**src/rtl/trap_ctrl_if.sv**
```systemverilog
// Signal bundle between the trap sequencer and the pipeline/CSR file.
// slave = trap_ctrl side, master = the pipeline/CSR side driving it.
interface trap_ctrl_if #(
  parameter int XLEN = 32
);
  logic            ext_irq;
  logic            timer_irq;
  logic            mstatus_mie;
  logic            mie_meie;
  logic            mie_mtie;
  logic [XLEN-1:0] mtvec;
  logic [XLEN-1:0] mepc_in;
  logic [XLEN-1:0] pc_exec;
  logic            inst_valid;
  logic            stall;
  logic            is_mret;

  logic            mepc_wr;
  logic [XLEN-1:0] mepc_wdata;
  logic            mcause_wr;
  logic [XLEN-1:0] mcause_wdata;
  logic            mstatus_trap;
  logic            mstatus_mret;
  logic            flush;
  logic            pc_redirect;
  logic [XLEN-1:0] redirect_pc;
  logic            busy;

  modport slave (
    input  ext_irq, timer_irq, mstatus_mie, mie_meie, mie_mtie, mtvec, mepc_in,
           pc_exec, inst_valid, stall, is_mret,
    output mepc_wr, mepc_wdata, mcause_wr, mcause_wdata, mstatus_trap,
           mstatus_mret, flush, pc_redirect, redirect_pc, busy
  );

  modport master (
    output ext_irq, timer_irq, mstatus_mie, mie_meie, mie_mtie, mtvec, mepc_in,
           pc_exec, inst_valid, stall, is_mret,
    input  mepc_wr, mepc_wdata, mcause_wr, mcause_wdata, mstatus_trap,
           mstatus_mret, flush, pc_redirect, redirect_pc, busy
  );
endinterface

```
**src/rtl/trap_ctrl.sv**
```systemverilog
// Machine-mode interrupt entry / MRET sequencer: synchronises the irq pins,
// arbitrates against MRET and drives registered CSR strobes and PC redirect.
module trap_ctrl #(
  parameter int XLEN        = 32,
  parameter int SYNC_STAGES = 2
) (
  input logic        clk,
  input logic        rst,
  trap_ctrl_if.slave bus
);
  typedef enum logic [2:0] {
    S_IDLE,
    S_SAVE,
    S_REDIRECT,
    S_MRET,
    S_HOLD
  } state_t;

  typedef struct packed {
    logic            mepc_wr;
    logic [XLEN-1:0] mepc_wdata;
    logic            mcause_wr;
    logic [XLEN-1:0] mcause_wdata;
    logic            mstatus_trap;
    logic            mstatus_mret;
    logic            flush;
    logic            pc_redirect;
    logic [XLEN-1:0] redirect_pc;
    logic            busy;
  } out_t;

  localparam logic [3:0] CAUSE_EXT = 4'd11;
  localparam logic [3:0] CAUSE_TMR = 4'd7;

  state_t                 r_state;
  state_t                 w_next_state;
  logic [SYNC_STAGES-1:0] r_ext_sync;
  logic [SYNC_STAGES-1:0] r_tmr_sync;
  logic [3:0]             r_cause;
  out_t                   r_out;
  out_t                   w_out;

  logic            w_pend_ext;
  logic            w_pend_tmr;
  logic            w_take_irq;
  logic            w_take_mret;
  logic [3:0]      w_cause;
  logic [XLEN-1:0] w_base;
  logic [XLEN-1:0] w_vector;

  assign w_pend_ext  = r_ext_sync[SYNC_STAGES-1] & bus.mie_meie;
  assign w_pend_tmr  = r_tmr_sync[SYNC_STAGES-1] & bus.mie_mtie;
  assign w_take_irq  = bus.mstatus_mie & (w_pend_ext | w_pend_tmr) & bus.inst_valid & ~bus.stall;
  assign w_take_mret = bus.is_mret & bus.inst_valid & ~bus.stall;
  assign w_cause     = w_pend_ext ? CAUSE_EXT : CAUSE_TMR;

  // Reserved modes 2/3 fall back to direct mode.
  assign w_base   = {bus.mtvec[XLEN-1:2], 2'b00};
  assign w_vector = (bus.mtvec[1:0] == 2'd1) ? w_base + XLEN'({r_cause, 2'b00}) : w_base;

  always_comb begin
    w_next_state = r_state;
    case (r_state)
      S_IDLE: begin
        if (w_take_mret)     w_next_state = S_MRET;
        else if (w_take_irq) w_next_state = S_SAVE;
      end
      S_SAVE:     w_next_state = S_REDIRECT;
      S_REDIRECT: w_next_state = S_HOLD;
      S_MRET:     w_next_state = S_HOLD;
      S_HOLD:     w_next_state = S_IDLE;
      default:    w_next_state = S_IDLE;
    endcase
  end

  // Outputs are decoded from the next state so they leave a flop in the
  // same cycle the state register enters that state.
  always_comb begin
    // NOTE: every field gets a default first so no path leaves a latch.
    w_out      = '0;
    w_out.busy = (w_next_state != S_IDLE);
    case (w_next_state)
      S_SAVE: begin
        w_out.mepc_wr      = 1'b1;
        w_out.mepc_wdata   = bus.pc_exec;
        w_out.mcause_wr    = 1'b1;
        w_out.mcause_wdata = {1'b1, (XLEN-1)'(w_cause)};
        w_out.mstatus_trap = 1'b1;
        w_out.flush        = 1'b1;
      end
      S_REDIRECT: begin
        w_out.pc_redirect = 1'b1;
        w_out.flush       = 1'b1;
        w_out.redirect_pc = w_vector;
      end
      S_MRET: begin
        w_out.pc_redirect  = 1'b1;
        w_out.flush        = 1'b1;
        w_out.redirect_pc  = bus.mepc_in;
        w_out.mstatus_mret = 1'b1;
      end
      default: ;
    endcase
  end

  always_ff @(posedge clk) begin
    // NOTE: sequential state uses non-blocking assignments only.
    if (rst) begin
      r_state    <= S_IDLE;
      r_ext_sync <= '0;
      r_tmr_sync <= '0;
      r_cause    <= '0;
      r_out      <= '0;
    end else begin
      r_state    <= w_next_state;
      r_ext_sync <= {r_ext_sync[SYNC_STAGES-2:0], bus.ext_irq};
      r_tmr_sync <= {r_tmr_sync[SYNC_STAGES-2:0], bus.timer_irq};
      r_out      <= w_out;
      if (r_state == S_IDLE && w_next_state == S_SAVE) r_cause <= w_cause;
    end
  end

  assign bus.mepc_wr      = r_out.mepc_wr;
  assign bus.mepc_wdata   = r_out.mepc_wdata;
  assign bus.mcause_wr    = r_out.mcause_wr;
  assign bus.mcause_wdata = r_out.mcause_wdata;
  assign bus.mstatus_trap = r_out.mstatus_trap;
  assign bus.mstatus_mret = r_out.mstatus_mret;
  assign bus.flush        = r_out.flush;
  assign bus.pc_redirect  = r_out.pc_redirect;
  assign bus.redirect_pc  = r_out.redirect_pc;
  assign bus.busy         = r_out.busy;
endmodule
```
**src/flat_wrapper.sv**
```systemverilog
// flat-port wrapper written by rule: the top's interface ports become plain ports
module trap_ctrl_flat 
#(
  parameter int XLEN        = 32,
  parameter int SYNC_STAGES = 2
)
  (clk, rst, bus_ext_irq, bus_timer_irq, bus_mstatus_mie, bus_mie_meie, bus_mie_mtie, bus_mtvec, bus_mepc_in, bus_pc_exec, bus_inst_valid, bus_stall, bus_is_mret, bus_mepc_wr, bus_mepc_wdata, bus_mcause_wr, bus_mcause_wdata, bus_mstatus_trap, bus_mstatus_mret, bus_flush, bus_pc_redirect, bus_redirect_pc, bus_busy);
  trap_ctrl_if #(.XLEN(XLEN)) bus_i ();
  input logic clk;
  input logic rst;
  input wire logic [$bits(bus_i.ext_irq)-1:0] bus_ext_irq;
  input wire logic [$bits(bus_i.timer_irq)-1:0] bus_timer_irq;
  input wire logic [$bits(bus_i.mstatus_mie)-1:0] bus_mstatus_mie;
  input wire logic [$bits(bus_i.mie_meie)-1:0] bus_mie_meie;
  input wire logic [$bits(bus_i.mie_mtie)-1:0] bus_mie_mtie;
  input wire logic [$bits(bus_i.mtvec)-1:0] bus_mtvec;
  input wire logic [$bits(bus_i.mepc_in)-1:0] bus_mepc_in;
  input wire logic [$bits(bus_i.pc_exec)-1:0] bus_pc_exec;
  input wire logic [$bits(bus_i.inst_valid)-1:0] bus_inst_valid;
  input wire logic [$bits(bus_i.stall)-1:0] bus_stall;
  input wire logic [$bits(bus_i.is_mret)-1:0] bus_is_mret;
  output wire logic [$bits(bus_i.mepc_wr)-1:0] bus_mepc_wr;
  output wire logic [$bits(bus_i.mepc_wdata)-1:0] bus_mepc_wdata;
  output wire logic [$bits(bus_i.mcause_wr)-1:0] bus_mcause_wr;
  output wire logic [$bits(bus_i.mcause_wdata)-1:0] bus_mcause_wdata;
  output wire logic [$bits(bus_i.mstatus_trap)-1:0] bus_mstatus_trap;
  output wire logic [$bits(bus_i.mstatus_mret)-1:0] bus_mstatus_mret;
  output wire logic [$bits(bus_i.flush)-1:0] bus_flush;
  output wire logic [$bits(bus_i.pc_redirect)-1:0] bus_pc_redirect;
  output wire logic [$bits(bus_i.redirect_pc)-1:0] bus_redirect_pc;
  output wire logic [$bits(bus_i.busy)-1:0] bus_busy;
  assign bus_i.ext_irq = bus_ext_irq;
  assign bus_i.timer_irq = bus_timer_irq;
  assign bus_i.mstatus_mie = bus_mstatus_mie;
  assign bus_i.mie_meie = bus_mie_meie;
  assign bus_i.mie_mtie = bus_mie_mtie;
  assign bus_i.mtvec = bus_mtvec;
  assign bus_i.mepc_in = bus_mepc_in;
  assign bus_i.pc_exec = bus_pc_exec;
  assign bus_i.inst_valid = bus_inst_valid;
  assign bus_i.stall = bus_stall;
  assign bus_i.is_mret = bus_is_mret;
  assign bus_mepc_wr = bus_i.mepc_wr;
  assign bus_mepc_wdata = bus_i.mepc_wdata;
  assign bus_mcause_wr = bus_i.mcause_wr;
  assign bus_mcause_wdata = bus_i.mcause_wdata;
  assign bus_mstatus_trap = bus_i.mstatus_trap;
  assign bus_mstatus_mret = bus_i.mstatus_mret;
  assign bus_flush = bus_i.flush;
  assign bus_pc_redirect = bus_i.pc_redirect;
  assign bus_redirect_pc = bus_i.redirect_pc;
  assign bus_busy = bus_i.busy;
  trap_ctrl #(.XLEN(XLEN), .SYNC_STAGES(SYNC_STAGES)) u_core (.clk(clk), .rst(rst), .bus(bus_i));
endmodule
```
**config.mk**
```make
export PLATFORM = sky130hd
export DESIGN_NAME = trap_ctrl_flat
export DESIGN_NICKNAME = d
export VERILOG_FILES = /design/src/rtl/trap_ctrl_if.sv /design/src/rtl/trap_ctrl.sv /design/src/flat_wrapper.sv
export SDC_FILE = /design/constraint.sdc
export NUM_CORES = 1
export LEC_CHECK = 0
export BUFFER_PORTS_ARGS = -buffer_cell sky130_fd_sc_hd__buf_2
export CELL_PAD_IN_SITES_DETAIL_PLACEMENT = 0
export CELL_PAD_IN_SITES_GLOBAL_PLACEMENT = 1
export CORE_MARGIN = 2
export CORE_UTILIZATION = 33
export DETAILED_ROUTE_END_ITERATION = 6
export PLACE_DENSITY_LB_ADDON = 0.2
export REMOVE_ABC_BUFFERS = 1
export SLEW_MARGIN = 10
export SYNTH_ARGS = -nofsm -noshare
export SYNTH_HDL_FRONTEND = slang
export SYNTH_SLANG_ARGS = --single-unit
```
**constraint.sdc**
```tcl
create_clock -name clk -period 3.6 [get_ports clk]
set_input_delay 0.36 -clock clk [delete_from_list [all_inputs] [get_ports clk]]
set_output_delay 0.36 -clock clk [all_outputs]
set_load 0.02 [all_outputs]
```
=== Yosys cells after proc, flatten, opt, wreduce, memory -nomap -nowiden ===
Index checks and enable logic that the tools add are counted.

* Memory bits (writable): 0
* Memories kept: 0
* Memory bits (read-only): 0
* Output and inout bits: 103
* Bits in registers: 114
* Input bits: 106
* Word-level logic and storage cells: 48
* Latch bits: 0

* Muxes and demuxes: 9
* $lt $le $gt $ge: 0
* Multiply operators: 0
* Eq/ne operators: 7
* Shift-type cells: 0
* Div/mod/pow operators: 0
* Reduce and logical (&&, ||, !) cells: 6
* Bitwise operators: 10
* Add/sub/neg operators: 1

{| class="wikitable"
|+ Operators by type and width
! kind !! count
|-
| 67-bit two-way mux || 1
|-
| 33-bit case mux with 2 select lines || 1
|-
| 32-bit by 6-bit adder with 32-bit output || 1
|-
| 32-bit two-way mux || 1
|-
| 3-bit by 2-bit == test with 1-bit output (second input constant) || 4
|-
| 3-bit case mux with 3 select lines || 1
|-
| 1-bit AND || 7
|-
| 3-bit by 1-bit == test with 1-bit output (second input constant) || 2
|-
| 3-bit two-way mux || 2
|-
| 4-bit two-way mux || 1
|-
| 2-bit OR reduction || 2
|-
| 3-bit zero test || 1
|-
| 3-bit nonzero test || 1
|-
| 3-bit OR reduction || 1
|-
| 2-bit by 1-bit == test with 1-bit output (second input constant) || 1
|-
| 1-bit two-way mux || 2
|-
| 1-bit NOT || 2
|-
| 1-bit logical AND || 1
|-
| 1-bit OR || 1
|}

=== Depth between registers and ports, before layout ===
Gate-level depths: netlist (run 1).

* Word-level depth: 11
* Depth in mapped cells: 8
* Gate-level depth less buffers: 7

=== Worst setup path after synthesis (run 1) ===
OpenSTA, ideal clock, no wires.

* Path type: input to register
* Start point: input port bus_mtvec[2]
* End point: register u_core.r_out (netlist bit u_core.bus.redirect_pc[26])
* Library setup time: 125 ps
* Path slack: 1396 ps
* Path buffers: 1
* Stages on the path: 8
* Arrival: 2078 ps
* Required time: 3475 ps
* Cells stage by stage: ha_1 fa_1 a21o_1 a21oi_1 buf_2 nor4_4 xnor2_1 o21ai_2

* Cells in the longest elaborated chain, start to end: 3

{| class="wikitable"
|+ Ends and longest elaborated chain
! item !! line !! text
|-
| start: declaration || flat_wrapper.sv:16 || <nowiki>input wire logic [$bits(bus_i.mtvec)-1:0] bus_mtvec;</nowiki>
|-
| 32-bit by 6-bit adder with 32-bit output || trap_ctrl.sv:59 || <nowiki>assign w_vector = (bus.mtvec[1:0] == 2'd1) ? w_base + XLEN'({r_cause, 2'b00}) : w_base;</nowiki>
|-
| 32-bit two-way mux || trap_ctrl.sv:59 ||
|-
| 33-bit case mux with 2 select lines || trap_ctrl.sv:82 || <nowiki>case (w_next_state)</nowiki>
|-
| end signal: assignment || trap_ctrl.sv:118 || <nowiki>r_out <= w_out;</nowiki>
|-
| end: declaration || trap_ctrl.sv:40 || <nowiki>out_t r_out;</nowiki>
|}

Every way passes these cells.
A chain may end at the register's enable or synchronous reset.

=== Final worst setup path (run 1) ===
* Start point: register u_core.r_cause[1]
* End point: register u_core.r_out (netlist bit u_core.bus.redirect_pc[19])

* Cells in the longest elaborated chain, start to end: 3

{| class="wikitable"
|+ Ends and longest elaborated chain
! item !! line !! text
|-
| start: declaration || trap_ctrl.sv:39 || <nowiki>logic [3:0] r_cause;</nowiki>
|-
| start signal: assignment || trap_ctrl.sv:119 || <nowiki>if (r_state == S_IDLE && w_next_state == S_SAVE) r_cause <= w_cause;</nowiki>
|-
| 32-bit by 6-bit adder with 32-bit output || trap_ctrl.sv:59 ||
|-
| 32-bit two-way mux || trap_ctrl.sv:59 ||
|-
| 33-bit case mux with 2 select lines || trap_ctrl.sv:82 ||
|}

Every way passes these cells.

==> flow_summary.ini, run 1 <==
[clock_tree]
tritoncts = done
clock-root-buffer = clkbuf_8
numClockSinks = 82
ctsHoldBuffers = 0
cts_buffers = 9
cts_buffer_depth = 2
htree_num_levels = 3
postCtsResizedCells = 0
insertion_delay_ns = 0.35
clkSlewWorstSetupHoldPaths_ns = 0.09
cts_setup_buffers = 0

[power_and_ir_drop]
power_density_nw_per_um2 = 396
cellLeakagePower_nw = 2.29
ir_drop_v = 0.000218

[yosys]
yosys-top-cells-area = dfxtp_1, buf_4, xnor2_1
synthAdderAreaFrac = 0.0201
ys_seq_area_frac = 0.472
synth_ff_type = dfxtp_1
synth_top_family_by_area = simple AND/OR/NAND/NOR gates
yosys_register_bits = 82
synth_area_um2 = 3480
ys_types = 48
yosys-mux-area-fraction = 0.00575
async_reset_ff_frac = 0
synth_simple_gate_area_frac = 0.267
synth_cells = 361
synth_compound_area_frac = 0.0798
synth-xor-area-share = 0.0679
synth_edf_count = 0
yosysWarnings = 0
synth_top_area_cell = dfxtp_1
synth.avg_cell_area_um2 = 9.64
synth.top_cell.area_share = 0.472

[sta]
worst_pin_slew_ns = 0.958
fin_crit_sh = 0.654
rsz0062_at_grt = false
clock.fmax_mhz = 425
hold_viol = 0
finalMaxSlewViolations = 0
finalSetupViolations = 0
finalCriticalPeriod_ns = 2.35
relSlewSlack = 0.361
clock_skew_ns = 0.00707
tns_ns = 0

[critical_path]
crit_required_ns = 3.88
startpoint_type = flop
crit_type = reg -> reg
cp.arrival_ns = 2.63
cp_max_fo = 14
end_kind = flop

[final_layout]
layout-drive-gt1-share = 0.407
fin_cells = 682
nNetsFinal = 652
synthToLayoutAreaGrowth_pct = 33.2
final_area_um2 = 4640
mostFrequentLayoutCells = buf_2, dfxtp_1, nand2_1, and2_1, conb_1
fillers = 1074
diodes = 0
final_common_cell = buf_2

[die]
initial_core_util = 0.339
die_h_um = 107
die_area_um2 = 11400
rows = 37
dieWidth_um = 107
core_um2 = 10300
ioPinCount = 209

[grt]
grt_pass1_vias = 2709
met1_usage = 0.187
grt_usage = 0.154
grt_pass1_wl_um = 13400
antenna_found_initial = 0
grt_max_degree = 36
top_usage_layer = met2
grtUsageMet3 = 0.0438
grt_overflow = 0
grt_use_met2 = 0.260

[placed_design]
hpwl_um = 6630
placed_cells = 666
io_buffers = 181
dpl-instance-area_um2 = 4430
place.gp.congestion = 0.825

[route]
ant_nets = 0
drc_errors = 0
dr_total_vias = 2940
wire_per_inst_um = 12.8
drtIter0Drc = 104
dr.pass1.iters = 4
via_per_inst = 4.31
drt-total-wl_um = 8740

[flow_run]
maxCapViolCount = 0

[run_status]
status = finished, final reports clean

[worst_hold_path]
min_path_type = in -> reg
state kept, by name, indices dropped and copies added, names as in the netlist:
signal,cells
u_core.bus.pc_redirect,1
u_core.bus.mepc_wdata,32
u_core.r_tmr_sync,2
u_core.r_ext_sync,2
u_core.bus.flush,1
u_core.bus.redirect_pc,32
u_core.bus.mcause_wdata,4
u_core.r_cause,3
u_core.bus.mstatus_mret,1
u_core.bus.busy,1
u_core.r_state,3
Yosys cell counts, drive strengths merged (4+ instances only):
master	count
dfxtp	82
nand4	5
xnor2	26
nand3	7
ha	4
nor2b	5
clkbuf	10
o21ai	28
a21o	4
nor3b	4
a21oi	10
nor2	19
and2	36
nand2	40
nor3	6
or3	4
nor4	11
buf	35
per-layer routing:
| layer | part of all wire | vias up | wire, um |
|---|---|---|---|
| met5 | 0 | - | 0 |
| met4 | 0.0085 | 0 | 74 |
| met3 | 0.070 | 5 | 614 |
| met2 | 0.50 | 98 | 4390 |
| met1 | 0.42 | 1327 | 3660 |
| li1 | - | 1510 | - |
through the flow:
| step | total power (W) | setup slack [ns] | utilization | hold slack, ns |
|---|---|---|---|---|
| finish | 0.00184 | 1.25 | 0.451 | 0.204 |
| global route | 0.00193 | 1.03 | 0.451 | 0.178 |
| CTS | 0.00187 | 1.24 | 0.451 | 0.176 |
| detailed placement | 0.00114 | 1.12 | 0.431 | 0.428 |
| global placement | 0.00114 | 1.09 | 0.431 | 0.418 |
| floorplan | 0.00104 | 0.992 | - | 0.414 |
worst paths after layout:
path              slack (ns)            startpoint  depth (start not counted)                    endpoint
setup / recovery        1.25     u_core.r_cause[1]                          6  u_core.bus.redirect_pc[19]
hold / removal          0.20       bus_mepc_in[26]                          3  u_core.bus.redirect_pc[26]
setup reg to reg        1.25     u_core.r_cause[1]                          6  u_core.bus.redirect_pc[19]
hold reg to reg         0.44  u_core.r_ext_sync[0]                          1        u_core.r_ext_sync[1]
critical path, cell delays in order (launching register included):
cell,delay (ns)
dfxtp_1,0.41
ha_1,0.27
a211o_1,0.27
a21oi_2,0.76
and4bb_2,0.31
xnor2_1,0.11
o21ai_0,0.15
report_power, final:
part / internal [W] / total [W] / leakage [nW] / switching, W
combinational: 0.0000777 / 0.000189 / 1.53 / 0.000111
sequential: 0.000922 / 0.000927 / 0.664 / 0.00000464
clock: 0.000393 / 0.000722 / 0.101 / 0.000329
layout make-up:
type | instances | area [um^2] | share of cell area
Tap cell | 136 | 170 | 0.0367
Clock buffer | 12 | 135 | 0.0291
Inverter | 1 | 3.75 | 0.000809
Multi-Input combinational cell | 259 | 1650 | 0.356
Clock inverter | 4 | 76.3 | 0.0165
Timing Repair Buffer | 188 | 958 | 0.207
Sequential cell | 82 | 1640 | 0.354
logic make-up after synthesis:
kind of cell | after synthesis
and+or+nand+nor | 150
adders and majority gates | 5
other | 1
DFF | 82
xor gates and xnor gates | 27
AOI/OAI and AO/OA | 48
buffers and inverters | 46
muxes | 2
Power figures use the tool's default switching activity.
==> run 2: changes to the inputs <==
Settings changed: ABC_AREA set to 1, CORE_UTILIZATION 33 to 28.
Clock period 3.6 ns to 2.1 ns, I/O delays scaled along.
==> run 2 against run 1 <==
  * Non-clock buffer count is 1 higher
  * Critical path depth rose by 3
  * Setup slack worse by 1.1 ns
  * Register-to-register slack worse by 1.1 ns
  * Wire length grew 31%
  * Sequential cell count unchanged
  * Via count increased by 28%
  * Combinational power rose to 2.6 times the previous value
  * Area after synthesis grew 16%
  * Die area up 36%
  * Sequential power increased by 74%
  * Clock skew about the same
  * Critical path type unchanged
  * Highest routed layer unchanged
==> flow_summary.ini, run 2 <==
[yosys]
yosysWarnings = 0
synth_area_um2 = 4050
synth.avg_cell_area_um2 = 7.56
yosysMostFrequentCell = nand2_1
yosys-top-cells-area = dfxtp_1, nand2_1, nor2_4
synth_ff_type = dfxtp_1
yosys_register_bits = 82
synth_edf_count = 0
synthTopCellsByCount = nand2_1, dfxtp_1, inv_1
synth_cells = 536
synth.top_cell.area_share = 0.405
async_reset_ff_frac = 0
synth_top_area_cell = dfxtp_1
ys_types = 36
ys_seq_area_frac = 0.405

[route]
dr_total_vias = 3770
wl_met3_um = 770
dr.pass1.iters = 5
wl_met1_um = 5110
drt-total-wl_um = 11500
wire_per_inst_um = 12.7
ant_nets = 0
drc_errors = 0
dr_wl_met2_um = 5450
drtIter0Drc = 132
via_per_inst = 4.17
highest_layer = met4

[sta]
clock.fmax_mhz = 503
worst_pin_slew_ns = 0.858
layout_setup_ws_ns = 0.113
worst_hold_slack_ns = 0.0643
tns_ns = 0
finalCriticalPeriod_ns = 1.99
fin_crit_sh = 0.946
hold_viol = 0
clock_skew_ns = 0.00698
relSlewSlack = 0.428
finalSetupViolations = 0
finalMaxSlewViolations = 0
rsz0062_at_grt = false

[final_layout]
diodes = 0
nNetsFinal = 830
layout-drive-gt1-share = 0.351
mostFrequentLayoutCells = buf_2, nand2_1, dfxtp_1, inv_1, nor2_1
final_common_cell = buf_2
synthToLayoutAreaGrowth_pct = 32.2
utilization = 0.383

[die]
rows = 43
dieWidth_um = 124
initial_core_util = 0.290
die_h_um = 124
ioPinCount = 209
core_um2 = 14000
die_area_um2 = 15400

[clock_tree]
insertion_delay_ns = 0.34
ctsHoldBuffers = 0
cts_buffers = 9
cts_buffer_depth = 2
numClockSinks = 82
clock-root-buffer = clkbuf_16
cts_setup_buffers = 0
clkSlewWorstSetupHoldPaths_ns = 0.07
tritoncts = done
htree_num_levels = 3

[critical_path]
cp.arrival_ns = 2.19
crit_required_ns = 2.30
reg2reg_slack_ns = 0.11
cp_max_fo = 7
startpoint_type = flop
end_kind = flop
crit_type = reg -> reg

[grt]
grt_overflow = 0
grt_pass1_vias = 3600
antenna_found_initial = 0
grt_max_degree = 38
grt_pass1_wl_um = 18300
grt_usage = 0.147

[flow_run]
maxCapViolCount = 0

[worst_hold_path]
min_path_type = in -> reg

[placed_design]
pre_cts_ws_ns = -0.0289
place.gp.congestion = 0.818
io_buffers = 181
hpwl_um = 9100

[power_and_ir_drop]
cellLeakagePower_nw = 2.78
ir_drop_v = 0.000315
power_density_nw_per_um2 = 701

[run_status]
status = finished, final reports clean
==> run 2: final cells by class <==
class                           instances  area (um^2)
Fill cell                            1554         8630
Multi-Input combinational cell        353         1880
Sequential cell                        82         1640
Timing Repair Buffer                  189          978
Inverter                               84          318
Clock buffer                           10          239
Tap cell                              180          225
Clock inverter                          6         71.3
==> run 2: worst max-delay path, stage by stage, from the launching register on <==
cell     delay [ns]
dfxtp_1        0.36
ha_1           0.22
fa_1           0.41
nand3_1        0.12
nand2_2        0.09
nand4_4        0.19
nor2_1         0.07
or2_2          0.27
nand2_1        0.07
a21oi_1        0.05
==> run 2: layer usage <==
layer / global-route usage / vias up
met1: 0.182 / 1677
met4: 0.0516 / 0
li1: - / 1953
met3: 0.0361 / 11
met5: 0 / -
met2: 0.248 / 129
==> run 2: cell families after synthesis <==
family	share of synthesized area
other cells	0.000926
fa+ha+maj	0.0173
compound gates	0.0791
xor+xnor	0.00865
buf+inv	0.162
simple gates	0.326
flops	0.405
==> run 2: report_power, final <==
group / switching (W) / internal [W] / leakage (nW)
combinational: 0.000320 / 0.000172 / 1.97
sequential: 0.0000134 / 0.00160 / 0.665
clock: 0.000685 / 0.000969 / 0.151
==> run 2: final timing paths <==
path,cells past startpoint,end,from
max,9,u_core.bus.redirect_pc[12],u_core.r_cause[1]
min,3,u_core.bus.redirect_pc[27],bus_mepc_in[27]
max reg2reg,9,u_core.bus.redirect_pc[12],u_core.r_cause[1]
min reg2reg,2,u_core.r_tmr_sync[1],u_core.r_tmr_sync[0]
==> run 2: repair_timing <==
item	in CTS	in global routing
pin swaps	0	2
setup endpoints to repair	4	10
cloned	0	1
gates resized for setup	1	5
==> run 2: stage by stage <==
stage | instances | total power (W) | instance area [um^2]
after floorplan | 518 | 0.00192 | 3810
after global placement | 887 | 0.00213 | 5010
after detailed placement | 887 | 0.00214 | 5010
after CTS | 903 | 0.00382 | 5330
after global routing | 904 | 0.00393 | 5360
final | 904 | 0.00376 | 5360
